`src/rtl/button_events.sv`:
```
// Turns a clean synchronous button level into one-cycle press/click/release/long/repeat pulses.
// Latency 1 cycle (every output registered); no backpressure, so a pulse is lost if not sampled.
module button_events #(
  parameter int CNT_W      = 26,
  parameter int LONG_LEN   = 50000000,
  parameter int REPEAT_LEN = 10000000,
  parameter bit REPEAT_EN  = 1'b1
) (
  input  logic       i_clk,
  input  logic       i_reset_n,
  input  logic       i_enable,
  input  logic       i_btn,
  output logic       o_press,
  output logic       o_release,
  output logic       o_click,
  output logic       o_long_press,
  output logic       o_repeat,
  output logic       o_held,
  output logic [7:0] o_rep_count
);

  typedef enum logic [1:0] {
    S_IDLE,
    S_PRESSED,
    S_HELD,
    S_WAIT_REL
  } state_t;

  localparam logic [CNT_W-1:0] LONG_TC = CNT_W'(LONG_LEN - 1);
  localparam logic [CNT_W-1:0] REP_TC  = CNT_W'(REPEAT_LEN - 1);

  state_t           r_state;
  state_t           w_state_nxt;
  logic [CNT_W-1:0] r_cnt;
  logic [CNT_W-1:0] w_cnt_nxt;
  logic [7:0]       r_rep_count;
  logic [7:0]       w_rep_count_nxt;
  logic             r_press, r_release, r_click, r_long_press, r_repeat, r_held;
  logic             w_press, w_release, w_click, w_long_press, w_repeat, w_held;

  always_comb begin
    w_state_nxt     = r_state;
    w_cnt_nxt       = r_cnt;
    w_rep_count_nxt = r_rep_count;
    w_press         = 1'b0;
    w_release       = 1'b0;
    w_click         = 1'b0;
    w_long_press    = 1'b0;
    w_repeat        = 1'b0;

    // A disabled block parks silently; a button still down must be released before it counts again.
    if (!i_enable) begin
      w_state_nxt = i_btn ? S_WAIT_REL : S_IDLE;
      w_cnt_nxt   = '0;
    end else begin
      case (r_state)
        S_IDLE: begin
          if (i_btn) begin
            w_state_nxt     = S_PRESSED;
            w_cnt_nxt       = '0;
            w_rep_count_nxt = 8'd0;
            w_press         = 1'b1;
          end
        end
        S_PRESSED: begin
          if (!i_btn) begin
            w_state_nxt = S_IDLE;
            w_release   = 1'b1;
            w_click     = 1'b1;
          end else if (r_cnt == LONG_TC) begin
            w_state_nxt  = S_HELD;
            w_cnt_nxt    = '0;
            w_long_press = 1'b1;
          end else begin
            w_cnt_nxt = r_cnt + CNT_W'(1);
          end
        end
        S_HELD: begin
          if (!i_btn) begin
            w_state_nxt = S_IDLE;
            w_release   = 1'b1;
          end else if (r_cnt == REP_TC) begin
            w_cnt_nxt = '0;
            if (REPEAT_EN) begin
              w_repeat        = 1'b1;
              w_rep_count_nxt = (r_rep_count == 8'hFF) ? r_rep_count : r_rep_count + 8'd1;
            end
          end else begin
            w_cnt_nxt = r_cnt + CNT_W'(1);
          end
        end
        S_WAIT_REL: begin
          if (!i_btn) begin
            w_state_nxt = S_IDLE;
          end
        end
        default: begin
          w_state_nxt = S_IDLE;
          w_cnt_nxt   = '0;
        end
      endcase
    end

    w_held = (w_state_nxt == S_PRESSED) || (w_state_nxt == S_HELD);
  end

  always_ff @(posedge i_clk or negedge i_reset_n) begin
    if (!i_reset_n) begin
      r_state      <= S_IDLE;
      r_cnt        <= '0;
      r_rep_count  <= 8'd0;
      r_press      <= 1'b0;
      r_release    <= 1'b0;
      r_click      <= 1'b0;
      r_long_press <= 1'b0;
      r_repeat     <= 1'b0;
      r_held       <= 1'b0;
    end else begin
      r_state      <= w_state_nxt;
      r_cnt        <= w_cnt_nxt;
      r_rep_count  <= w_rep_count_nxt;
      r_press      <= w_press;
      r_release    <= w_release;
      r_click      <= w_click;
      r_long_press <= w_long_press;
      r_repeat     <= w_repeat;
      r_held       <= w_held;
    end
  end

  assign o_press      = r_press;
  assign o_release    = r_release;
  assign o_click      = r_click;
  assign o_long_press = r_long_press;
  assign o_repeat     = r_repeat;
  assign o_held       = r_held;
  assign o_rep_count  = r_rep_count;

endmodule

```
`config.mk`:
```
export PLATFORM = sky130hd
export DESIGN_NAME = button_events
export DESIGN_NICKNAME = d
export VERILOG_FILES = /design/src/rtl/button_events.sv
export SDC_FILE = /design/constraint.sdc
export NUM_CORES = 1
export LEC_CHECK = 0
export CORE_ASPECT_RATIO = 1.75
export CORE_MARGIN = 4
export CORE_UTILIZATION = 58
export DETAILED_ROUTE_END_ITERATION = 12
export GPL_TIMING_DRIVEN = 0
export PLACE_DENSITY = 0.84
export SYNTH_ARGS = -nofsm -noshare
export SYNTH_HDL_FRONTEND = slang
export SYNTH_SLANG_ARGS = --single-unit
```
`constraint.sdc`:
```
create_clock -name i_clk -period 2.6 [get_ports i_clk]
set_input_delay 0.26 -clock i_clk [delete_from_list [all_inputs] [get_ports i_clk]]
set_output_delay 0.26 -clock i_clk [all_outputs]
set_load 0.005 [all_outputs]
```
-- Word-level counts from Yosys, hierarchy flattened
Index checks and enable logic that the tools add are counted.
W data, S select, Z words.
- add/sub/neg operators: 2
- multiplexer cells: 35
- reductions and logical operators: 7
- equal/unequal tests: 16
- operator list (kind ; number):
    $mux W26 ; 6
    $pmux W26 S3 ; 1
    $mux W8 ; 4
    $add A26 B1 Y26 const B ; 1
    $eq A26 B24 Y1 const B ; 1
    $eq A26 B26 Y1 const B ; 1
    $mux W1 ; 16
    $pmux W8 S2 ; 1
    $mux W2 ; 6
    $ne A3 B3 Y1 const B ; 3
    $add A8 B1 Y8 const B ; 1
    $eq A8 B8 Y1 const B ; 1
    $ne A2 B2 Y1 const B ; 4
    $eq A2 B2 Y1 const B ; 3
    $pmux W2 S3 ; 1
    $reduce_and A6 Y1 ; 1
    $eq A2 B1 Y1 const B ; 2
    $ne A4 B1 Y1 const B ; 1
    $reduce_and A4 Y1 ; 1
    $reduce_or A2 Y1 ; 2
    $logic_not A2 Y1 ; 1
    $reduce_bool A2 Y1 ; 1
    $logic_or A1 B1 Y1 ; 1
- word-level logic and storage cells: 69
- register bits: 42

-- Longest topological paths before layout
Gate-level depths: netlist of the first run.
- depth in word-level cells: 7
- mapped depth: 10
- mapped depth without buffers: 8

-- Worst setup path before layout of the first run
No wires, ideal clock.
- path kind: reg-to-reg
- start: register r_state[0]
- end: register r_cnt[22]
- stages on the path, launching flop included: 11
- slack: 0.453 ns
- arrival time: 2.070 ns
- setup time: 0.077 ns
- buffers on the path: 2
- data required time: 2.523 ns
- cells stage by stage: dfrtp_1 > inv_1 > ha_1 > buf_2 > o31ai_2 > and2_1 > buf_4 > nor4_1 > nand2_1 > or3_1 > a21oi_1
- cells in the longest elaborated chain, start to end: 3
- RTL lines (element ; RTL line ; text):
    start: declaration ; 32 ; state_t r_state;
    start signal: assignment ; 119 ; r_state <= w_state_nxt;
    $eq A2 B2 Y1 (tied with other cells) ; 56 ; case (r_state)
    $ne A4 B1 Y1 (no source line) (tied with other cells) ; n/a ;
    $reduce_and A4 Y1 (no source line) / $mux W26 (equally long branches) ; n/a ;
    end signal: assignment ; 120 ; r_cnt <= w_cnt_nxt;
    end: declaration ; 34 ; logic [CNT_W-1:0] r_cnt;
Several ways; a longest one is shown, not always the timed one.
A chain may end at the register's enable or synchronous reset.

-- Worst setup path in the final report of the first run
- start: register r_state[0]
- end: register r_cnt[16]
Same word-level chain as after synthesis.

==> flow_summary_export.csv, run 1 <==
group,metric,value,unit
timing,tightest_slew,498,ps
synthesis,yosysWarningCount,0,
timing,min_period,2440,ps
cts,ctsLongestPathBuffers,2,
synthesis,synth_top_area_frac,0.437,
die,start_util,0.610,
routing,vias,2039,
global_route,grt_max_degree,25,
global_route,grt_use_met2,0.402,
cts,cts_tree,"yes",
global_route,grt.total_usage,0.218,
routing,drt_iter0_drc,107,
die,die_w,56.7,um
die,coreArea,0.00394,sq mm
global_route,antenna_found_initial,0,
power,ir_worst_vdd,401,uV
min_path,holdCritPathClass,"in2async",
cells_and_area,drive_gt1_frac,0.108,
routing,routed_wl,5.22,mm
routing,dr.pass1.iters,4,
synthesis,syn_area_per_cell,9.66,sq um
setup_path,cp_data_arrival_time,2630,ps
global_route,globalRouteOverflowTotal,0,
cts,numClockSinks,42,
timing,slew_headroom,0.667,
global_route,busiest_layer,"met2",
die,dieArea,0.00528,sq mm
synthesis,synth_ff_type,"dfrtp_1",
synthesis,synth_seq_area_share,0.437,
cts,h-tree-depth,2,
routing,viasPerCell,6.27,
cells_and_area,final_nets,287,
global_route,grt_util_met3,0.0331,
power,power_density,592,mW/mm^2
cells_and_area,n_antenna_cell,0,
global_route,grt_pass1_vias,2050,
timing,fmax,410,MHz
die,die_h,93.2,um
timing,setup_ws,161,ps
setup_path,crit_slowest_cell,"dfrtp_1",
placed_design,place_ws,85.2,ps
setup_path,crit_type,"reg2reg",
routing,avgRoutedWirePerCell,16.1,um
timing,setup_tns,0,ps
synthesis,syn-num-nets,259,
cells_and_area,final_cells,325,
synthesis,synth_area_leaders,"dfrtp_1 (44%), nand2_1 (4.4%), and3_1 (3.6%)",
setup_path,cp_cell_sequence,"inv_2 -> ha_1 -> buf_2 -> o31ai_2 -> and2_1 -> buf_4 -> nor4_2 -> and4_1 -> o22ai_1 -> a21o_1",
run,maxCapViolations,0,
setup_path,path_max_fanout,9,
timing,finalSetupViolCount,0,
setup_path,endpoint_kind,"register",
routing,ant_nets,0,
synthesis,syn-cell-area,0.00241,sq mm
run_status,status,"finished, final reports clean",
placed_design,port_buffers,17,
cells_and_area,utilization,0.712,
cts,cts_buffers,5,
synthesis,syn_inst,249,
timing,timing.final.crit_share,0.938,
timing,finalMaxSlewViolations,0,
timing,rsz0062_at_grt,"no",
placed_design,hpwl,3.81,mm
setup_path,cpPeakStageDelay,450,ps
cts,clkTransAtPathRegs,80,ps
global_route,use_met1,0.228,
timing,fin_skew,8.40,ps
synthesis,synth_top_cell_by_area,"dfrtp_1",
power,p_leak,1.21,nW
cts,insertion_delay,300,ps
global_route,grt_pass1_wl,9.10,mm
synthesis,async_flop_share,1.00,
die,pin_count,18,
routing,drc,0,
setup_path,startpoint_type,"register",
synthesis,synth_edf_count,0,
setup_path,cp.required,2790,ps
cells_and_area,area_delta_synth_final,16.6,%
synthesis,ys_ff_latch,42,
cts,cts-root-buf,"clkbuf_8",
placed_design,numPlacedInstances,315,
timing,finalHoldViolations,0,
power,p_total,1.66,mW
synthesis,yosysUniqueCellTypes,52,
die,num_rows,30,
placed_design,gp_congestion,0.822,
stage by stage:
step | area [sq um] | hold slack [ps]
2_1_floorplan | 2410 | -35.6
3_3_place_gp | 2640 | 509
3_5_place_dp | 2660 | 243
4_1_cts | 2780 | 466
5_1_grt | 2810 | 489
6_report | 2810 | 444
Yosys cell counts, drive strengths merged (3+ instances only):
library cell,instances
nand2,28
nor2,23
xor2,7
and3,15
ha,6
clkbuf,3
nand3b,5
o221ai,5
inv,8
a22o,6
nor4,4
nand4,8
buf,4
o21ai,16
nor2b,3
a21oi,6
and2,3
xnor2,5
dfrtp,42
or3,5
and4,3
nor3,5
nand3,14
where the power goes:
group          total, mW  switching, mW  internal [mW]
registers          0.767         0.0624          0.705
clock network      0.530          0.223          0.307
logic              0.362          0.180          0.182
total               1.66          0.466           1.19
critical path, delay by kind of cell, from the launching register on:
kind,cells,cell delay [ps]
fa+ha+maj,1,140
flops,1,450
buf+inv,3,500
compound gates,3,390
simple gates,3,840
routing by layer:
layer	routed length, um	part of all wire
met3	147	0.028
met5	0	0
met4	126	0.024
met2	2900	0.56
met1	2040	0.39
flip-flops by register name, indices dropped and copies added (netlist names):
| signal | flops |
|---|---|
| r_cnt | 26 |
| o_release | 1 |
| o_press | 1 |
| o_long_press | 1 |
| o_rep_count | 8 |
| o_held | 1 |
| o_repeat | 1 |
| o_click | 1 |
| r_state | 2 |
path summary, 6_finish.rpt:
path                            cells after the start             end            from  slack (ps)
min in group i_clk                                  2  o_rep_count[1]  o_rep_count[1]         540
max in group asynchronous                           3  o_rep_count[3]       i_reset_n        1670
worst min-delay path                                2      r_state[0]       i_reset_n         440
worst min register to register                      2  o_rep_count[1]  o_rep_count[1]         540
worst max register to register                     10       r_cnt[16]      r_state[0]         160
worst max-delay path                               10       r_cnt[16]      r_state[0]         160
placed cells by master (no fill, tap or decap), types with 2 or more instances in the layout:
cell,n
o21ai_1,6
clkbuf_1,3
o311a_1,2
nor3b_1,2
inv_1,7
nor2_1,22
o22ai_1,2
clkbuf_8,6
and2_1,3
or3_1,5
buf_2,3
nor4_2,2
and3_1,14
nand3_1,14
xnor2_1,5
dfrtp_1,42
nand2_1,27
nor2b_1,3
and4_1,3
a21oi_1,6
o21ai_0,10
mux2i_1,2
buf_4,4
xor2_1,7
nand4_1,7
ha_1,6
a22o_1,6
clkdlybuf4s50_1,16
nor3_1,4
nand3b_1,5
o221ai_1,5
cell families (layout without fill, tap and decap cells):
group	count (synthesis)	count (layout)	synth area share
AND/OR/NAND/NOR	124	124	0.301
AO/OA/AOI/OAI	47	47	0.147
flip-flops	42	42	0.437
buffers and inverters	15	43	0.0276
XOR/XNOR	12	12	0.0437
adder cells (fa/ha/maj)	6	6	0.0312
multiplexers	3	3	0.0130
final cells by class:
class	count	area (sq um)
Buffer	7	36.3
Clock buffer	6	82.6
Clock inverter	1	30.0
Fill cell	305	1140
Inverter	8	30.0
Multi-Input combinational cell	192	1300
Sequential cell	42	1050
Tap cell	48	60.1
Timing Repair Buffer	21	218
repair_timing:
item | in CTS | in global routing
endpoints found under the hold margin | 18 | 0
resized for setup | 0 | 4
hold buffers | 1 | 0
setup buffers | 0 | 2
endpoints found under the setup margin | 0 | 4
No activity file was read; power rests on OpenSTA's default activity.
==> inputs of run 2 (changes only) <==
- CORE_ASPECT_RATIO: 1.75 -> 1.1
==> run 2 against run 1 <==
  * Utilization decreased by 1.3 points
  * Count of clock-buffer cells in the layout unchanged
  * Sequential cell count unchanged
  * Cell count increased by 1.5%
  * Critical endpoint is now r_cnt[20]
  * Largest power group unchanged
==> flow_summary_export.csv, run 2 (synthesis gave the netlist of run 1 again) <==
group,metric,value,unit
setup_path,cp_data_arrival_time,2620,ps
placed_design,place_area,0.00266,sq mm
routing,dr.pass1.iters,4,
die,dieArea,0.00524,sq mm
cts,cts_tree,"yes",
cts,cts-root-buf,"clkbuf_8",
run_status,status,"finished, final reports clean",
routing,wl_met2,2.67,mm
cells_and_area,area_delta_synth_final,16.0,%
power,p_total,1.58,mW
setup_path,path_max_fanout,9,
timing,min_period,2400,ps
timing,finalHoldViolations,0,
cells_and_area,final_cell_mix,"dfrtp_1 (41), nand2_1 (28), nor2_1 (22)",
routing,avgRoutedWirePerCell,15.9,um
timing,fin_skew,5.36,ps
cells_and_area,final_nets,287,
placed_design,place_ws,105,ps
power,power_density,564,mW/mm^2
routing,viasPerCell,6.09,
global_route,grt.total_usage,0.211,
timing,setup_tns,0,ps
die,coreArea,0.00399,sq mm
timing,fmax,417,MHz
routing,met1_length,2.33,mm
routing,highest_layer,"met4",
global_route,grt_max_degree,41,
global_route,grt_pass1_wl,8.89,mm
cells_and_area,n_antenna_cell,0,
cells_and_area,largest-register,"r_cnt",
placed_design,hpwl,3.72,mm
routing,drc,0,
min_path,holdCritPathClass,"in2async",
routing,vias,2011,
timing,rsz0062_at_grt,"no",
setup_path,r2r_setup_slack,200,ps
setup_path,endpoint_kind,"register",
placed_design,gp_congestion,0.835,
run,maxCapViolations,0,
global_route,globalRouteOverflowTotal,0,
cells_and_area,utilization,0.699,
timing,slew_headroom,0.665,
global_route,antenna_found_initial,0,
cts,h-tree-depth,2,
setup_path,crit_type,"reg2reg",
routing,routed_wl,5.25,mm
die,pin_count,18,
cts,insertion_delay,300,ps
cts,cts_buffers,5,
cells_and_area,fin_area,0.00279,sq mm
cts,ctsLongestPathBuffers,2,
die,num_rows,24,
cells_and_area,largest_reg_flops,26,
timing,finalMaxSlewViolations,0,
setup_path,reg2reg_depth,9,
setup_path,startpoint_type,"register",
die,die_h,75.6,um
die,die_w,69.4,um
cts,clkTransAtPathRegs,80,ps
cts,numClockSinks,42,
setup_path,cp.required,2820,ps
timing,tightest_slew,503,ps
timing,finalSetupViolCount,0,
timing,timing.final.crit_share,0.923,
die,start_util,0.602,
setup_path,timing.rr.end,"r_cnt[20]",
routing,ant_nets,0,
setup_path,rr_startpoint,"r_state[1]",
routing,drt_iter0_drc,150,
timing,setup_ws,201,ps
power,ir_worst_vdd,306,uV
routing,dr_wl_met3,184,um
cells_and_area,final_common_cell,"dfrtp_1",
global_route,grt_pass1_vias,1960,
placed_design,port_buffers,17,
power,p_leak,1.20,nW
cells_and_area,drive_gt1_frac,0.112,
==> run 2: report_power, final <==
part | total, mW | switching (mW) | leakage (nW) | internal, mW
registers | 0.765 | 0.0595 | 0.554 | 0.705
clock network | 0.445 | 0.231 | 0.0472 | 0.214
logic | 0.366 | 0.183 | 0.599 | 0.183
total | 1.58 | 0.474 | 1.20 | 1.10
==> run 2: per-stage QoR <==
step / std cells / hold slack [ps]
final: 330 / 287
after global placement: 318 / 510
after floorplan: 249 / -35.6
after detailed placement: 319 / 70.7
after global routing: 330 / 311
after CTS: 328 / 280
==> run 2: timing repair <==
action	4_1_cts	5_1_grt
hold buffers	1	0
resized for setup	0	5
endpoints found under the hold margin	42	0
setup endpoints to repair	0	5
buffers inserted	0	2
==> run 2: how the worst max path moves through the flow <==
stage	start	to
after floorplan	r_state[0]	r_cnt[22]
after global placement	r_state[0]	r_cnt[16]
after detailed placement	r_state[0]	r_cnt[16]
after CTS	r_state[0]	r_cnt[16]
after global routing	r_state[1]	r_cnt[24]
final	r_state[1]	r_cnt[20]
==> run 2: cell type report <==
class                      instances  area [sq um]
inverter                           8          30.0
sequential                        42          1050
fill                             309          1200
tap                               52          65.1
clock buffer                       6          82.6
multi-input combinational        192          1300
buffer                             7          38.8
timing repair buffer              21           210
clock inverter                     2          12.5
==> run 2: metal layers <==
metal  vias to the layer above  track usage
met2                        37        0.376
met1                      1000        0.265
met4                         0       0.0694
met3                         6       0.0383
li1                        968            -
met5                         -            0
==> run 2: worst max-delay path, stage by stage (launching register included) <==
cell	delay, ps
dfrtp_1	420
inv_1	130
ha_1	320
o31ai_2	140
and2_1	190
buf_4	170
nor4_1	270
nand2_1	190
or3_1	340
a21oi_1	150
==> inputs of run 3 (changes only) <==
- CTS_CLUSTER_SIZE: default -> 8
==> results of run 3 <==
Same layout as run 2: the final DEF is identical, and so are final timing and power.
